### src/rtl/cim_level_decoder.sv
// cim_level_decoder: recovers a CiM level by popcounting the query/seed XOR one chunk per cycle
module cim_level_decoder #(
  parameter int HVDimension   = 512,
  parameter int ChunkWidth    = 64,
  parameter int FlipsPerLevel = 16,
  parameter int NumLevels     = 32,
  parameter int CountWidth    = $clog2(HVDimension + 1),
  localparam int LevelWidth   = $clog2(NumLevels)
) (
  input  logic                   clk_i,
  input  logic                   rst_ni,
  input  logic [HVDimension-1:0] seed_hv_i,
  input  logic [HVDimension-1:0] hv_i,
  input  logic                   hv_valid_i,
  output logic                   hv_ready_o,
  output logic [CountWidth-1:0]  flip_count_o,
  output logic [LevelWidth-1:0]  level_o,
  output logic                   level_valid_o,
  input  logic                   level_ready_i,
  output logic                   busy_o
);
  localparam int NumChunks = HVDimension / ChunkWidth;
  localparam int ChunkIdxW = NumChunks > 1 ? $clog2(NumChunks) : 1;
  localparam int Shift     = $clog2(FlipsPerLevel);

  typedef enum logic [1:0] {IDLE, BUSY, DONE} state_e;
  state_e state_q, state_d;

  logic [HVDimension-1:0] diff_q;
  logic [CountWidth-1:0]  acc_q, flip_q, pop, sum;
  logic [ChunkIdxW-1:0]   chunk_q;
  logic [LevelWidth-1:0]  level_q, level_d;
  logic [CountWidth:0]    rnd, lvl;
  logic                   last;

  always_comb begin
    pop = '0;
    for (int i = 0; i < ChunkWidth; i++) pop = pop + CountWidth'(diff_q[i]);
  end

  // round to nearest level, then saturate at the top level
  always_comb begin
    sum     = acc_q + pop;
    rnd     = {1'b0, sum} + (CountWidth + 1)'(FlipsPerLevel / 2);
    lvl     = rnd >> Shift;
    level_d = lvl > (CountWidth + 1)'(NumLevels - 1) ? LevelWidth'(NumLevels - 1) : lvl[LevelWidth-1:0];
    last    = chunk_q == ChunkIdxW'(NumChunks - 1);
  end

  always_comb begin
    state_d = state_q;
    case (state_q)
      IDLE:    state_d = hv_valid_i ? BUSY : IDLE;
      BUSY:    state_d = last ? DONE : BUSY;
      DONE:    state_d = level_ready_i ? IDLE : DONE;
      default: state_d = IDLE;
    endcase
  end

  always_ff @(posedge clk_i) begin
    if (!rst_ni) begin
      state_q <= IDLE;
      diff_q  <= '0;
      acc_q   <= '0;
      chunk_q <= '0;
      flip_q  <= '0;
      level_q <= '0;
    end else begin
      state_q <= state_d;
      if (state_q == IDLE && hv_valid_i) begin
        diff_q  <= hv_i ^ seed_hv_i;
        acc_q   <= '0;
        chunk_q <= '0;
      end else if (state_q == BUSY) begin
        diff_q  <= diff_q >> ChunkWidth;
        acc_q   <= sum;
        chunk_q <= chunk_q + 1'b1;
        if (last) begin
          flip_q  <= sum;
          level_q <= level_d;
        end
      end
    end
  end

  assign hv_ready_o    = state_q == IDLE;
  assign busy_o        = state_q != IDLE;
  assign level_valid_o = state_q == DONE;
  assign flip_count_o  = flip_q;
  assign level_o       = level_q;
endmodule
### config.mk
export PLATFORM = sky130hd
export DESIGN_NAME = cim_level_decoder
export DESIGN_NICKNAME = d
export VERILOG_FILES = /design/src/rtl/cim_level_decoder.sv
export SDC_FILE = /design/constraint.sdc
export NUM_CORES = 1
export LEC_CHECK = 0
export CORE_AREA = 4 4 403 405
export DETAILED_ROUTE_END_ITERATION = 8
export DIE_AREA = 0 0 407 409
export PLACE_DENSITY = 0.44
export SYNTH_ARGS = -nofsm -noshare
export SYNTH_HDL_FRONTEND = slang
export SYNTH_SLANG_ARGS = --single-unit
### constraint.sdc
create_clock -name clk_i -period 6.2 [get_ports clk_i]
set_input_delay 0.62 -clock clk_i [delete_from_list [all_inputs] [get_ports clk_i]]
set_output_delay 0.62 -clock clk_i [all_outputs]
set_load 0.05 [all_outputs]
==> run_summary.xml <==
<?xml version="1.0" encoding="UTF-8"?>
<metrics>
  <group name="placement">
    <metric name="preCtsSetupSlack" unit="ns">-0.840</metric>
    <metric name="post_detail_place_hpwl" unit="mm">126</metric>
    <metric name="io_buffer_count" unit="">1045</metric>
    <metric name="post_dp_cell_area" unit="mm²">0.0413</metric>
    <metric name="routabilityCongestion" unit="">0.802</metric>
  </group>
  <group name="sta">
    <metric name="finalCriticalPeriod" unit="ns">6.96</metric>
    <metric name="hold_violations" unit="">0</metric>
    <metric name="worst_slew_margin_rel" unit="%">22.0</metric>
    <metric name="hold-worst-slack" unit="ns">0.444</metric>
    <metric name="total_negative_setup_slacks" unit="ns">-5.83</metric>
    <metric name="timing.final.setup_violations" unit="">14</metric>
    <metric name="achievable_clock_frequency" unit="GHz">0.144</metric>
    <metric name="worstMarginPinSlew" unit="ns">1.16</metric>
    <metric name="finalClockSkew" unit="ns">0.0380</metric>
    <metric name="layout_worst_path_cycle_share" unit="%">112</metric>
    <metric name="setup_slack" unit="ns">-0.764</metric>
    <metric name="grt_setup_unrepaired" unit="">true</metric>
    <metric name="finalMaxSlewViolations" unit="">0</metric>
  </group>
  <group name="global_route">
    <metric name="gr-total-overflow" unit="">0</metric>
    <metric name="grt_max_degree" unit="">190</metric>
    <metric name="first_global_vias" unit="">27483</metric>
    <metric name="grt_pass1_wl" unit="mm">214</metric>
    <metric name="grt_use_total" unit="%">18.1</metric>
    <metric name="initial_antenna_violation_count" unit="">84</metric>
  </group>
  <group name="pwr">
    <metric name="power.static_leakage" unit="nW">15.3</metric>
    <metric name="intPower" unit="mW">9.45</metric>
    <metric name="p_sw" unit="mW">5.04</metric>
    <metric name="power.combinational.fraction" unit="%">42.2</metric>
    <metric name="power_frac_clock" unit="%">29.7</metric>
    <metric name="seqPwrFrac" unit="%">28.1</metric>
    <metric name="power-per-cell-area" unit="mW/mm²">330</metric>
    <metric name="report.power.total" unit="mW">14.5</metric>
    <metric name="power_switching_share" unit="%">34.8</metric>
    <metric name="vdd_ir_drop_max" unit="mV">0.634</metric>
  </group>
  <group name="logic_synthesis">
    <metric name="synth_mux_area_share" unit="%">0.0705</metric>
    <metric name="synth_enable_flop_cells" unit="">0</metric>
    <metric name="yosys.area_share.simple" unit="%">19.1</metric>
    <metric name="syn_area" unit="mm²">0.0284</metric>
    <metric name="dominant_combinational_cell_family_by_area_after_synthesis" unit="">simple AND/OR/NAND/NOR gates</metric>
    <metric name="synthesis.yosys.warnings" unit="">0</metric>
    <metric name="syn-num-nets" unit="">4260</metric>
    <metric name="most_used_flip_flop_cell_after_synthesis" unit="">dfxtp_1</metric>
    <metric name="synth_fa_ha_area_share" unit="%">5.27</metric>
    <metric name="syn-instance-count" unit="">3146</metric>
    <metric name="synth.distinct_cells" unit="">43</metric>
    <metric name="synth_area_in_xor_xnor" unit="%">16.1</metric>
    <metric name="flip_flop_and_latch_count_after_synthesis" unit="">542</metric>
    <metric name="synth-async-reset-ratio" unit="%">0</metric>
    <metric name="ys_seq_area_share" unit="%">38.2</metric>
    <metric name="syn_avg_cell_area" unit="µm²">9.02</metric>
    <metric name="synth-compound-area-share" unit="%">17.0</metric>
  </group>
  <group name="setup_path">
    <metric name="critPathRequiredTime" unit="ns">6.77</metric>
    <metric name="cp-end-kind" unit="">flip-flop</metric>
    <metric name="crit_fanout" unit="">4</metric>
    <metric name="crit-reg2reg-launch" unit="">diff_q[47]$_SDFFE_PN0P_</metric>
    <metric name="startpoint" unit="">diff_q[47]$_SDFFE_PN0P_</metric>
    <metric name="critical_path_arrival" unit="ns">7.54</metric>
    <metric name="cp-start-kind" unit="">flip-flop</metric>
    <metric name="setup.worst_path.class" unit="">reg -&gt; reg</metric>
  </group>
  <group name="floorplanning">
    <metric name="fp.coreArea" unit="mm²">0.158</metric>
    <metric name="floorplan.rows" unit="">146</metric>
    <metric name="dieHeight" unit="µm">409</metric>
    <metric name="die_area" unit="mm²">0.166</metric>
    <metric name="floorplan.io_pins" unit="">1046</metric>
    <metric name="initial_utilization" unit="%">17.9</metric>
    <metric name="fp.dieW" unit="µm">407</metric>
  </group>
  <group name="detailed_routing">
    <metric name="route.detailed.drc" unit="">0</metric>
    <metric name="route.antenna.remaining_nets" unit="">0</metric>
    <metric name="drt_first_pass_iters" unit="">6</metric>
    <metric name="detail_route.wirelength" unit="mm">157</metric>
    <metric name="detailroute.via_count" unit="">26832</metric>
    <metric name="route.detailed.vias_per_inst" unit="">4.30</metric>
    <metric name="wl_per_cell" unit="µm">25.2</metric>
    <metric name="drtIter0Drc" unit="">1734</metric>
  </group>
  <group name="cells_and_area">
    <metric name="flow.area_growth_from_synthesis" unit="%">54.5</metric>
    <metric name="fin_nets" unit="">5221</metric>
    <metric name="layout.filler_cells" unit="">17080</metric>
    <metric name="layout.cells.most_common_list" unit="">clkdlybuf4s50_1 (1044), dfxtp_1 (538), nor2_1 (459)</metric>
    <metric name="final_layout_size_suffix_gt1_share" unit="%">5.48</metric>
    <metric name="final_area" unit="mm²">0.0439</metric>
    <metric name="mostFrequentLayoutCell" unit="">clkdlybuf4s50_1</metric>
  </group>
  <group name="clock_tree">
    <metric name="cts.sink_count" unit="">542</metric>
    <metric name="tritoncts_clock_tree" unit="">yes</metric>
    <metric name="clock-root-buffer" unit="">clkbuf_16</metric>
    <metric name="cts_hold_buffers" unit="">0</metric>
    <metric name="clk_path_buf_depth" unit="">3</metric>
    <metric name="cts_made_buffers" unit="">73</metric>
    <metric name="worst_setup_hold_path_clk_slew" unit="ns">0.06</metric>
    <metric name="cts_htree_levels" unit="">3</metric>
    <metric name="clkLatencyLatePin" unit="ns">0.66</metric>
  </group>
  <group name="run_status">
    <metric name="status" unit="">finished with violations</metric>
    <metric name="failed_checks" unit="">setup timing</metric>
  </group>
  <group name="min_path">
    <metric name="hold_path_class" unit="">in -&gt; reg</metric>
    <metric name="hold_start" unit="">rst_ni</metric>
  </group>
  <group name="run">
    <metric name="timing.max_cap.violations" unit="">0</metric>
  </group>
</metrics>
routing by layer:
metal  routed length, µm  up-vias  share of wire [%]  global-route usage [%]
met4                2550       34                1.6                    3.21
met1               68200    12899                 43                    23.1
met5                 217        -               0.14                       0
met3                9870      206                6.3                    4.23
met2               76300      898                 49                    31.3
li1                    -    12795                  -                       -
synthesized netlist by cell type (3+ instances only):
library cell,n,area [µm²]
buf_1,15,56.3
nor2b_1,453,2830
inv_1,87,327
fa_1,56,1120
xor2_1,69,604
xnor2_1,452,3960
a21o_1,5,37.5
a21oi_1,17,85.1
clkbuf_1,220,826
nor2_1,461,1730
o21a_1,5,37.5
and3_1,5,31.3
nand3_1,66,330
ha_1,30,375
o21ai_0,7,35.0
a21boi_0,70,526
dfxtp_1,542,10900
and2_1,4,25.0
nand2_1,104,390
a221oi_1,448,3920
o221a_1,3,33.8
flip-flops by register name (all words and copies together), names as in the netlist:
register      count
acc_q            10
chunk_q           3
diff_q          512
flip_count_o     10
level_o           5
state_q           2
area by class of cell:
cell class / instances / area (µm²) / share of cell area, %
timing repair buffer: 1122 / 11200 / 25.5
inverter: 87 / 327 / 0.744
multi-input combinational: 2281 / 16500 / 37.6
tap: 2072 / 2590 / 5.91
clock inverter: 17 / 256 / 0.585
clock buffer: 108 / 2150 / 4.90
sequential: 542 / 10900 / 24.7
antenna: 11 / 27.5 / 0.0627
power by group through the flow:
stage / Combinational (mW) / Clock, mW / Sequential [mW]
after floorplan: 3.24 / 0 / 3.95
after global placement: 5.66 / 0 / 4.16
after detailed placement: 5.76 / 0 / 4.16
after CTS: 6.14 / 4.46 / 4.09
after global routing: 6.76 / 4.58 / 4.11
final: 6.12 / 4.30 / 4.08
cells by family (layout without fill, tap and decap cells):
family	count (synthesis)	in the layout
AO/OA/AOI/OAI	570	570
XOR/XNOR	521	521
multiplexers	2	2
buffers and inverters	323	1334
other	0	11
flip-flops	542	542
adder cells (fa/ha/maj)	86	86
AND/OR/NAND/NOR	1102	1102
repair_timing:
action | CTS | global route
setup endpoints to repair | 15 | 18
gates resized for setup | 20 | 13
setup buffers | 6 | 3
pin swaps | 14 | 9
critical path, stage by stage, from the launching register on:
cell and delay, ns:
dfxtp_1 0.36, inv_1 0.07, fa_1 0.53, inv_1 0.05, fa_2 0.51, inv_1 0.05
fa_1 0.48, fa_1 0.53, fa_1 0.43, fa_2 0.58, fa_1 0.44, fa_1 0.47
inv_2 0.08, fa_2 0.21, inv_2 0.04, fa_2 0.36, nor2b_4 0.14, o22ai_2 0.10
xnor2_2 0.22, ha_2 0.24, nand2b_1 0.07, mux2i_2 0.26, and4b_1 0.26, a2bb2oi_2 0.22
o221a_1 0.21
worst paths after layout:
kind / end / slack [ns] / cells past startpoint
worst min register to register: flip_count_o[5]$_SDFFE_PN0P_ / 0.46 / 2
worst max-delay path: level_o[2]$_SDFFE_PN0P_ / -0.76 / 24
worst max register to register: level_o[2]$_SDFFE_PN0P_ / -0.76 / 24
worst min-delay path: diff_q[351]$_SDFFE_PN0P_ / 0.44 / 2
metrics by stage:
stage	cells	utilization, %
3_5_place_dp	6097	26.1
2_1_floorplan	3146	-
5_1_grt	6233	27.7
3_3_place_gp	6097	26.1
4_1_cts	6226	27.6
6_report	6240	27.7
(Power assumes the default switching activity.)
